**src/rtl/arduboy_oled_pkg.sv**
```systemverilog
// arduboy_oled_pkg: shared types and constants for the SSD1306 capture path.
package arduboy_oled_pkg;
  localparam int FB_COLS = 128;
  localparam int FB_PAGES = 8;
  localparam int FB_AW = 10;
  localparam int CW = $clog2(FB_COLS);
  localparam int PW = $clog2(FB_PAGES);
  typedef enum logic [1:0] {ST_IDLE, ST_PARAM1, ST_PARAM2} state_t;
  localparam logic [7:0] OP_COL_ADDR = 8'h21;
  localparam logic [7:0] OP_PAGE_ADDR = 8'h22;
  localparam logic [7:0] OP_CONTRAST = 8'h81;
  localparam logic [7:0] OP_MEM_MODE = 8'h20;
  localparam logic [7:0] OP_MUX = 8'hA8;
  localparam logic [7:0] OP_OFFSET = 8'hD3;
  localparam logic [7:0] OP_CLKDIV = 8'hD5;
  localparam logic [7:0] OP_PRECHARGE = 8'hD9;
  localparam logic [7:0] OP_COMPINS = 8'hDA;
  localparam logic [7:0] OP_VCOMH = 8'hDB;
  localparam logic [7:0] OP_CHARGE_PUMP = 8'h8D;
  localparam logic [7:0] OP_DISP_OFF = 8'hAE;
  localparam logic [7:0] OP_DISP_ON = 8'hAF;
  localparam logic [7:0] OP_NORMAL = 8'hA6;
  localparam logic [7:0] OP_INVERSE = 8'hA7;
  function automatic logic has_param(input logic [7:0] op);
    return op inside {OP_COL_ADDR, OP_PAGE_ADDR, OP_CONTRAST, OP_MEM_MODE, OP_MUX, OP_OFFSET,
                      OP_CLKDIV, OP_PRECHARGE, OP_COMPINS, OP_VCOMH, OP_CHARGE_PUMP};
  endfunction
endpackage

```
**src/rtl/oled_spi_rx.sv**
```systemverilog
// oled_spi_rx: synchronizes the OLED SPI pins and assembles MSB-first bytes,
// dropping a partial byte after a long SCLK silence.
module oled_spi_rx import arduboy_oled_pkg::*; #(
  parameter int SYNC_STAGES = 2,
  parameter int IDLE_TIMEOUT = 4096
) (
  input  logic       clk,
  input  logic       rst_n,
  input  logic       oled_clk,
  input  logic       oled_data,
  input  logic       oled_dc,
  output logic       byte_valid,
  output logic [7:0] byte_data,
  output logic       byte_dc
);
  localparam int TW = $clog2(IDLE_TIMEOUT + 1);
  logic [SYNC_STAGES-1:0] sclk_q, sclk_d, mosi_q, mosi_d, dc_q, dc_d;
  logic sclk_prev_q, sclk_prev_d, valid_q, valid_d, bdc_q, bdc_d, rise, mosi, dcs, expired;
  logic [2:0] bits_q, bits_d;
  logic [6:0] shift_q, shift_d;
  logic [7:0] byte_q, byte_d;
  logic [TW-1:0] idle_q, idle_d;
  always_comb begin
    sclk_d = (sclk_q << 1) | SYNC_STAGES'(oled_clk);
    mosi_d = (mosi_q << 1) | SYNC_STAGES'(oled_data);
    dc_d = (dc_q << 1) | SYNC_STAGES'(oled_dc);
    sclk_prev_d = sclk_q[SYNC_STAGES-1];
    mosi = mosi_q[SYNC_STAGES-1];
    dcs = dc_q[SYNC_STAGES-1];
    rise = sclk_q[SYNC_STAGES-1] & ~sclk_prev_q;
    expired = idle_q == TW'(IDLE_TIMEOUT - 1);
    idle_d = rise ? '0 : expired ? idle_q : idle_q + TW'(1);
    bits_d = rise ? bits_q + 3'd1 : expired ? 3'd0 : bits_q;
    shift_d = rise ? {shift_q[5:0], mosi} : shift_q;
    valid_d = rise && bits_q == 3'd7;
    byte_d = valid_d ? {shift_q, mosi} : byte_q;
    bdc_d = valid_d ? dcs : bdc_q;
  end
  always_ff @(posedge clk or negedge rst_n) begin
    if (!rst_n) begin
      sclk_q <= '0;
      mosi_q <= '0;
      dc_q <= '0;
      sclk_prev_q <= 1'b0;
      idle_q <= '0;
      bits_q <= '0;
      shift_q <= '0;
      valid_q <= 1'b0;
      byte_q <= '0;
      bdc_q <= 1'b0;
    end else begin
      sclk_q <= sclk_d;
      mosi_q <= mosi_d;
      dc_q <= dc_d;
      sclk_prev_q <= sclk_prev_d;
      idle_q <= idle_d;
      bits_q <= bits_d;
      shift_q <= shift_d;
      valid_q <= valid_d;
      byte_q <= byte_d;
      bdc_q <= bdc_d;
    end
  end
  assign byte_valid = valid_q;
  assign byte_data = byte_q;
  assign byte_dc = bdc_q;
endmodule

```
**src/rtl/ssd1306_capture.sv**
```systemverilog
// ssd1306_capture: snoops SSD1306 SPI traffic, decodes addressing/display commands
// and turns data bytes into framebuffer writes (horizontal addressing only).
module ssd1306_capture import arduboy_oled_pkg::*; #(
  parameter int SYNC_STAGES = 2,
  parameter int IDLE_TIMEOUT = 4096
) (
  input  logic             clk,
  input  logic             rst_n,
  input  logic             oled_clk,
  input  logic             oled_data,
  input  logic             oled_dc,
  output logic             fb_we,
  output logic [FB_AW-1:0] fb_addr,
  output logic [7:0]       fb_wdata,
  output logic             display_on,
  output logic             invert,
  output logic [7:0]       contrast
);
  logic bv, bdc;
  logic [7:0] b;
  oled_spi_rx #(.SYNC_STAGES(SYNC_STAGES), .IDLE_TIMEOUT(IDLE_TIMEOUT)) u_rx (
    .clk(clk), .rst_n(rst_n), .oled_clk(oled_clk), .oled_data(oled_data), .oled_dc(oled_dc),
    .byte_valid(bv), .byte_data(b), .byte_dc(bdc)
  );
  state_t st_q, st_d;
  logic [7:0] op_q, op_d, p1_q, p1_d, wdata_q, wdata_d, con_q, con_d;
  logic [CW-1:0] col_q, col_d, cs_q, cs_d, ce_q, ce_d;
  logic [PW-1:0] pg_q, pg_d, ps_q, ps_d, pe_q, pe_d;
  logic [FB_AW-1:0] addr_q, addr_d;
  logic we_q, we_d, on_q, on_d, inv_q, inv_d, wrap;
  always_comb begin
    st_d = st_q;
    op_d = op_q;
    p1_d = p1_q;
    we_d = 1'b0;
    addr_d = addr_q;
    wdata_d = wdata_q;
    col_d = col_q;
    pg_d = pg_q;
    cs_d = cs_q;
    ce_d = ce_q;
    ps_d = ps_q;
    pe_d = pe_q;
    on_d = on_q;
    inv_d = inv_q;
    con_d = con_q;
    wrap = col_q == ce_q;
    if (bv && bdc) begin
      st_d = ST_IDLE;
      we_d = 1'b1;
      addr_d = {pg_q, col_q};
      wdata_d = b;
      col_d = wrap ? cs_q : col_q + CW'(1);
      pg_d = !wrap ? pg_q : pg_q == pe_q ? ps_q : pg_q + PW'(1);
    end else if (bv) begin
      case (st_q)
        ST_IDLE: begin
          op_d = b;
          st_d = has_param(b) ? ST_PARAM1 : ST_IDLE;
          on_d = b == OP_DISP_ON ? 1'b1 : b == OP_DISP_OFF ? 1'b0 : on_q;
          inv_d = b == OP_INVERSE ? 1'b1 : b == OP_NORMAL ? 1'b0 : inv_q;
          col_d = b[7:4] == 4'h0 ? {col_q[6:4], b[3:0]} : b[7:3] == 5'b00010 ? {b[2:0], col_q[3:0]} : col_q;
          pg_d = b[7:3] == 5'b10110 ? b[2:0] : pg_q;
        end
        ST_PARAM1: begin
          p1_d = b;
          st_d = (op_q == OP_COL_ADDR || op_q == OP_PAGE_ADDR) ? ST_PARAM2 : ST_IDLE;
          con_d = op_q == OP_CONTRAST ? b : con_q;
        end
        ST_PARAM2: begin
          // range start is held until the end arrives so an aborted command leaves no trace
          st_d = ST_IDLE;
          cs_d = op_q == OP_COL_ADDR ? p1_q[6:0] : cs_q;
          ce_d = op_q == OP_COL_ADDR ? b[6:0] : ce_q;
          col_d = op_q == OP_COL_ADDR ? p1_q[6:0] : col_q;
          ps_d = op_q == OP_PAGE_ADDR ? p1_q[2:0] : ps_q;
          pe_d = op_q == OP_PAGE_ADDR ? b[2:0] : pe_q;
          pg_d = op_q == OP_PAGE_ADDR ? p1_q[2:0] : pg_q;
        end
        default: st_d = ST_IDLE;
      endcase
    end
  end
  always_ff @(posedge clk or negedge rst_n) begin
    if (!rst_n) begin
      st_q <= ST_IDLE;
      op_q <= '0;
      p1_q <= '0;
      we_q <= 1'b0;
      addr_q <= '0;
      wdata_q <= '0;
      col_q <= '0;
      pg_q <= '0;
      cs_q <= '0;
      ce_q <= CW'(FB_COLS - 1);
      ps_q <= '0;
      pe_q <= PW'(FB_PAGES - 1);
      on_q <= 1'b0;
      inv_q <= 1'b0;
      con_q <= 8'h7F;
    end else begin
      st_q <= st_d;
      op_q <= op_d;
      p1_q <= p1_d;
      we_q <= we_d;
      addr_q <= addr_d;
      wdata_q <= wdata_d;
      col_q <= col_d;
      pg_q <= pg_d;
      cs_q <= cs_d;
      ce_q <= ce_d;
      ps_q <= ps_d;
      pe_q <= pe_d;
      on_q <= on_d;
      inv_q <= inv_d;
      con_q <= con_d;
    end
  end
  assign fb_we = we_q;
  assign fb_addr = addr_q;
  assign fb_wdata = wdata_q;
  assign display_on = on_q;
  assign invert = inv_q;
  assign contrast = con_q;
endmodule

```
**config.mk**
```make
export PLATFORM = sky130hd
export DESIGN_NAME = ssd1306_capture
export DESIGN_NICKNAME = d
export VERILOG_FILES = /design/src/rtl/arduboy_oled_pkg.sv /design/src/rtl/oled_spi_rx.sv /design/src/rtl/ssd1306_capture.sv
export SDC_FILE = /design/constraint.sdc
export NUM_CORES = 1
export LEC_CHECK = 0
export CORE_ASPECT_RATIO = 1.25
export CORE_UTILIZATION = 53
export DETAILED_ROUTE_END_ITERATION = 12
export PLACE_DENSITY_LB_ADDON = 0.08
export SYNTH_ARGS = -nofsm -noshare
export SYNTH_HDL_FRONTEND = slang
export SYNTH_SLANG_ARGS = --single-unit
```
**constraint.sdc**
```tcl
create_clock -name clk -period 2.4 [get_ports clk]
set_clock_uncertainty 0.2 [all_clocks]
set_input_delay 0.48 -clock clk [delete_from_list [all_inputs] [get_ports clk]]
set_output_delay 0.48 -clock clk [all_outputs]
set_load 0.02 [all_outputs]
```
# Yosys cells after proc, flatten, opt, wreduce, memory -nomap -nowiden
# Cells that the tools add are included.
totals:
  regBits: 116
  out_inout_bits: 29
classes:
  add_sub_neg: 4
  eq_ne: 34
  n_mux: 28
  bitwise_logic: 6
  n_reduce_logical: 21
op_table:
  columns: ["cell", "count"]
  rows:
  - ["== test 8 bit (second input constant)", 13]
  - ["two-way mux 7 bit", 6]
  - ["== test 8 x 6 -> 1 bit (second input constant)", 5]
  - ["two-way mux 13 bit", 2]
  - ["two-way mux 3 bit", 8]
  - ["AND reduction 4 bit", 6]
  - ["!= test 3 bit (second input constant)", 6]
  - ["case mux 7 bit (2 select lines)", 1]
  - ["adder 13 x 1 -> 13 bit (second input constant)", 1]
  - ["== test 13 x 12 -> 1 bit (second input constant)", 1]
  - ["nonzero test 11 bit", 1]
  - ["AND reduction 5 bit", 2]
  - ["nonzero test 2 bit", 4]
  - ["adder 7 x 1 -> 7 bit (second input constant)", 1]
  - ["== test 7 bit", 1]
  - ["adder 3 x 1 -> 3 bit (second input constant)", 2]
  - ["two-way mux 1 bit", 6]
  - ["two-way mux 2 bit", 3]
  - ["bitwise OR 2 x 1 -> 2 bit", 3]
  - ["case mux 3 bit (2 select lines)", 1]
  - ["AND reduction 3 bit", 2]
  - ["== test 5 x 2 -> 1 bit (second input constant)", 1]
  - ["== test 5 bit (second input constant)", 1]
  - ["zero test 4 bit", 1]
  - ["other kinds (13)", 15]

# Longest topological paths before layout
depth:
  depth_word: 6
  depth_mapped: 6
  depth_no_buf: 6

# Hierarchy
# Synthesis repeated with hierarchy kept, for this count alone.
hier_totals:
  hier_cells: 479
  area_unflattened_um2: 5348.9
by_module_without_submodules:
  columns: ["module", "instances", "cells_per_inst", "area_each_um2", "seq_area_each_um2"]
  rows:
  - ["ssd1306_capture", 1, 339, 3709.8, 1923.1]
  - ["oled_spi_rx", 1, 140, 1639.1, 1001.0]

# Least setup slack after synthesis
# No wires, ideal clock.
synth_path:
  kind: "flip-flop to flip-flop"
  startpoint: "register ce_q[6]"
  endpoint: "register pg_q[0]"
  setup_time_ns: 0.128
  arrival_time_ns: 1.928
  t_required_ns: 2.072
  slack_ns: 0.145
  path_stages_with_launch: 6
  path_cell_list: "dfstp_2 -> xor2_1 -> nor4_4 -> nand4_4 -> a2111o_1 -> mux2_1"
synth_between:
  elab_chain_len: 3
synth_rtl:
  columns: ["item", "line_no", "text"]
  rows:
  - ["from (decl)", "ssd1306_capture.sv:27", "logic [CW-1:0] col_q, col_d, cs_q, cs_d, ce_q, ce_d;"]
  - ["from (signal assigned)", "ssd1306_capture.sv:95", "ce_q <= CW'(FB_COLS - 1);"]
  - ["== test 7 bit", "ssd1306_capture.sv:47", "wrap = col_q == ce_q;"]
  - ["!= test 2 bit (no line)", null, null]
  - ["AND reduction 5 bit (no line)", null, null]
  - ["to (signal assigned)", "ssd1306_capture.sv:109", "pg_q <= pg_d;"]
  - ["to (decl)", "ssd1306_capture.sv:28", "logic [PW-1:0] pg_q, pg_d, ps_q, ps_d, pe_q, pe_d;"]
# No other way between the ends.
# A chain may end at the register's enable or synchronous reset.

# Worst setup path after layout
layout_path:
  startpoint: "register op_q[4]"
  endpoint: "register pg_q[0]"
layout_between:
  elab_chain_len: 3
layout_rtl:
  columns: ["item", "line_no", "text"]
  rows:
  - ["from (decl)", "ssd1306_capture.sv:26", "logic [7:0] op_q, op_d, p1_q, p1_d, wdata_q, wdata_d, con_q, con_d;"]
  - ["from (signal assigned)", "ssd1306_capture.sv:103", "op_q <= op_d;"]
  - ["== test 8 x 6 -> 1 bit", "ssd1306_capture.sv:78", "pg_d = op_q == OP_PAGE_ADDR ? p1_q[2:0] : pg_q;"]
  - ["!= test 3 bit (no line)", null, null]
  - ["AND reduction 5 bit (no line)", null, null]
# No other way between the ends.

==> key figures <==
Clock network
  – Clock-pin slew on the worst setup and hold paths: 0.05 ns
  – Clk_lat worst skew: 0.41 ns
  – Bufs on Longest Clock Path: 2
  – Clk sinks: 116
  – TritonCTS clock tree: built
  – Cts bufs inserted: 17
  – Setup Fix Bufs, Post-CTS: 0
  – Root buffer cell: clkbuf_16
  – Max H-tree Level: 4

Yosys
  – Post-synthesis sequential area ratio: a little over half
  – Top cell type's share of synthesized area: 46.6%
  – Ys Warns: 0
  – Ys async rst share: 100%
  – Most used flip-flop cell after synthesis: dfrtp_1
  – Post-synth top cells: dfrtp_1, nand2_1, mux2_2, clkbuf_1, nand3_1
  – Dominant cells by area after synthesis: dfrtp_1, mux2_2, dfstp_2
  – Mapped Area: 5320 um2
  – Synth area leader: dfrtp_1
  – Top-count cell post-synth: dfrtp_1
  – Cell variety after synth: approximately 50
  – Mapped Nets: a little under 500
  – Synth Instances: 476
  – EDFF count, synth: 0
  – Yosys reg bits: 116
  – Synthesized area per cell: approximately 11 um2

Floorplan
  – Die area: roughly 10000 um2
  – Initial core utilization: 55.1%
  – Core area: 9660 um2
  – Row Count: 40
  – Die Wd: 91.6 um
  – Die Y: 114 um
  – I/O Pins: 34

Critical path
  – Endpoint class of the critical path: flip-flop
  – Data arrival time of the critical path: 2.39 ns
  – Crit path launch type: flip-flop
  – CP endpoint: pg_q[0]
  – Crit. Startpoint: op_q[4]
  – Slowest-stage cell, CP: a2111o_1
  – Critical path cell sequence: nor4b_4 -> nand2_1 -> o31a_1 -> a2111o_1 -> mux2_1
  – Reg2Reg Setup Slack: between 0.09 and 0.1 ns
  – Reg-to-Reg Start: op_q[4]
  – R2r endpoint: pg_q[0]
  – CP top delay family: compound AO/OA/AOI/OAI gates
  – Critical path buffer and inverter count: 0
  – WP depth: 5
  – Critical Path RT: ~2.5 ns
  – Crit Path Max Fanout: 3
  – Setup CP Type: flip-flop to flip-flop
  – Reg2Reg Depth: 5
  – CP max stage delay: 0.47 ns

STA
  – Min Clock Period, post-route: 2.31 ns
  – Final Slew Violations: 0
  – Final period utilization: a little over nine tenths
  – RSZ-0062 raised after global routing: false
  – Max Clk Rate: 0.433 GHz
  – Max-slew headroom at the worst pin: 45.6%
  – Final hold vios: 0
  – Final setup viols: 0
  – Hold Slack: approximately 0.15 ns
  – Post-route setup TNS: 0 ns
  – Tightest Pin Transition: 0.809 ns

Routing
  – Via density: 5.62
  – Final ANT Viol Nets: 0
  – Final wirelength: 11.1 mm
  – Residual DRC: 0
  – Drt first pass iters: 4
  – Post-DR wirelength/cell: 16.5 um
  – Drt initial violations: 314
  – Vias: 3770

Cells and area
  – Non-Filler Instances: 671
  – Inserted Diodes: 0
  – Area grow syn2layout: 24.1%
  – Layout fillers: 749
  – Nets: about 540
  – Layout cells sized above 1: 22.9%

GRT
  – First-pass GRT wire length: 19.1 mm
  – Largest net degree at the start of global routing: 56
  – Global Route Usage Sum: 23.8%
  – Initial antenna violation count: 0
  – Congestion Overflow GR: 0
  – Vias in the first global route: 3891

Power and ir drop
  – Leakage power: about 3.2 nW
  – Power Dens Cells: about 900 nW/um2
  – Total Power: just under 0.006 W
  – VDD IR-drop max: 0.553 mV

Placed design
  – Post-DP HPWL: 7.21 mm
  – I/O Buffers: 33
  – Placed instance count: approximately 640
  – Routability congestion estimate: 0.814

Hold path
  – Worst hold path type: flip-flop to flip-flop

Flow run
  – Total of max-cap violations: 0

Run status
  – Status: completed
power breakdown:
part | internal, W | switching (W) | total (W)
Combinational | 0.000315 | 0.000433 | 0.000748
Clock | 0.00190 | 0.000877 | 0.00277
Sequential | 0.00210 | 0.000162 | 0.00226
Total | 0.00431 | 0.00147 | 0.00578
worst min path at each step:
stage / from / endpoint / slack (ns) / cells past startpoint
6_report: u_rx.sclk_q[0] / u_rx.sclk_q[1] / 0.15 / 0
5_1_grt: u_rx.sclk_q[0] / u_rx.sclk_q[1] / 0.15 / 0
4_1_cts: u_rx.sclk_q[0] / u_rx.sclk_q[1] / 0.15 / 0
3_5_place_dp: u_rx.mosi_q[0] / u_rx.mosi_q[1] / 0.14 / 0
3_3_place_gp: u_rx.dc_q[0] / u_rx.dc_q[1] / 0.14 / 0
2_1_floorplan: rst_n / col_q[0] / -0.02 / 0
layout by cell type (no fill, tap or decap), drive strengths merged, types with 5 or more instances in the layout:
cell           instances
a21oi                 12
and3                   9
buf                   26
bufinv                 5
clkbuf                20
clkdlybuf4s50         32
dfrtp                 99
dfstp                 17
ha                     5
inv                    7
mux2                  56
mux2i                 17
nand2                 98
nand3                 21
nand4                  6
nor2                  18
o21ai                 14
xnor2                  9
xor2                  17
stage by stage:
step                worst slack (ns)  util, %  instance area [um2]
CTS                           0.0770     68.2                 6590
finish                        0.0905     68.3                 6600
floorplan                      0.145        -                 5320
detailed placement            0.0890     61.3                 5920
global route                  0.0246     68.3                 6600
global placement               0.157     61.3                 5920
metal layers:
layer,GRT usage [%],wire length (um),up-vias
met1,29.9,4870,1899
met3,5.13,346,24
met4,10.4,237,0
met5,0,0,-
met2,39.8,5650,77
li1,-,-,1770
worst reg2reg max path, stage by stage, from the launching register on:
cell	delay [ns]
dfrtp_1	0.42
nor4b_4	0.34
nand2_1	0.15
o31a_1	0.27
a2111o_1	0.47
mux2_1	0.34
area by class of cell:
type / instances / area [um2] / share of cell area, %
timing repair buffer: 59 / 538 / 8.15
multi-input combinational: 331 / 2290 / 34.8
inverter: 7 / 26.3 / 0.398
clock buffer: 20 / 457 / 6.92
clock inverter: 12 / 203 / 3.07
sequential: 116 / 2920 / 44.3
tap: 126 / 158 / 2.39
sequential cells by signal (all words and copies together), names as in the netlist, 3 cells and up:
signal / count
u_rx.idle_q: 13
op_q: 8
u_rx.bits_q: 3
pe_q: 3
pg_q: 3
fb_wdata: 8
u_rx.shift_q: 7
ps_q: 3
cs_q: 7
u_rx.byte_data: 8
contrast: 8
col_q: 7
p1_q: 7
fb_addr: 10
ce_q: 7
cells by family after synthesis:
kind of cell,count (synthesis),share of synthesized area [%]
AND/OR/NAND/NOR,180,16.6
flip-flops,116,55.0
multiplexers,73,15.1
AO/OA/AOI/OAI,47,5.84
buffers and inverters,29,2.05
XOR/XNOR,26,4.28
adder cells (fa/ha/maj),5,1.18
timing repair:
item	4_1_cts	5_1_grt
gates resized for setup	0	1
hold buffers	1	0
endpoints found under the setup margin	0	2
hold endpoints to repair	22	0
No activity file was read; power rests on OpenSTA's default activity.
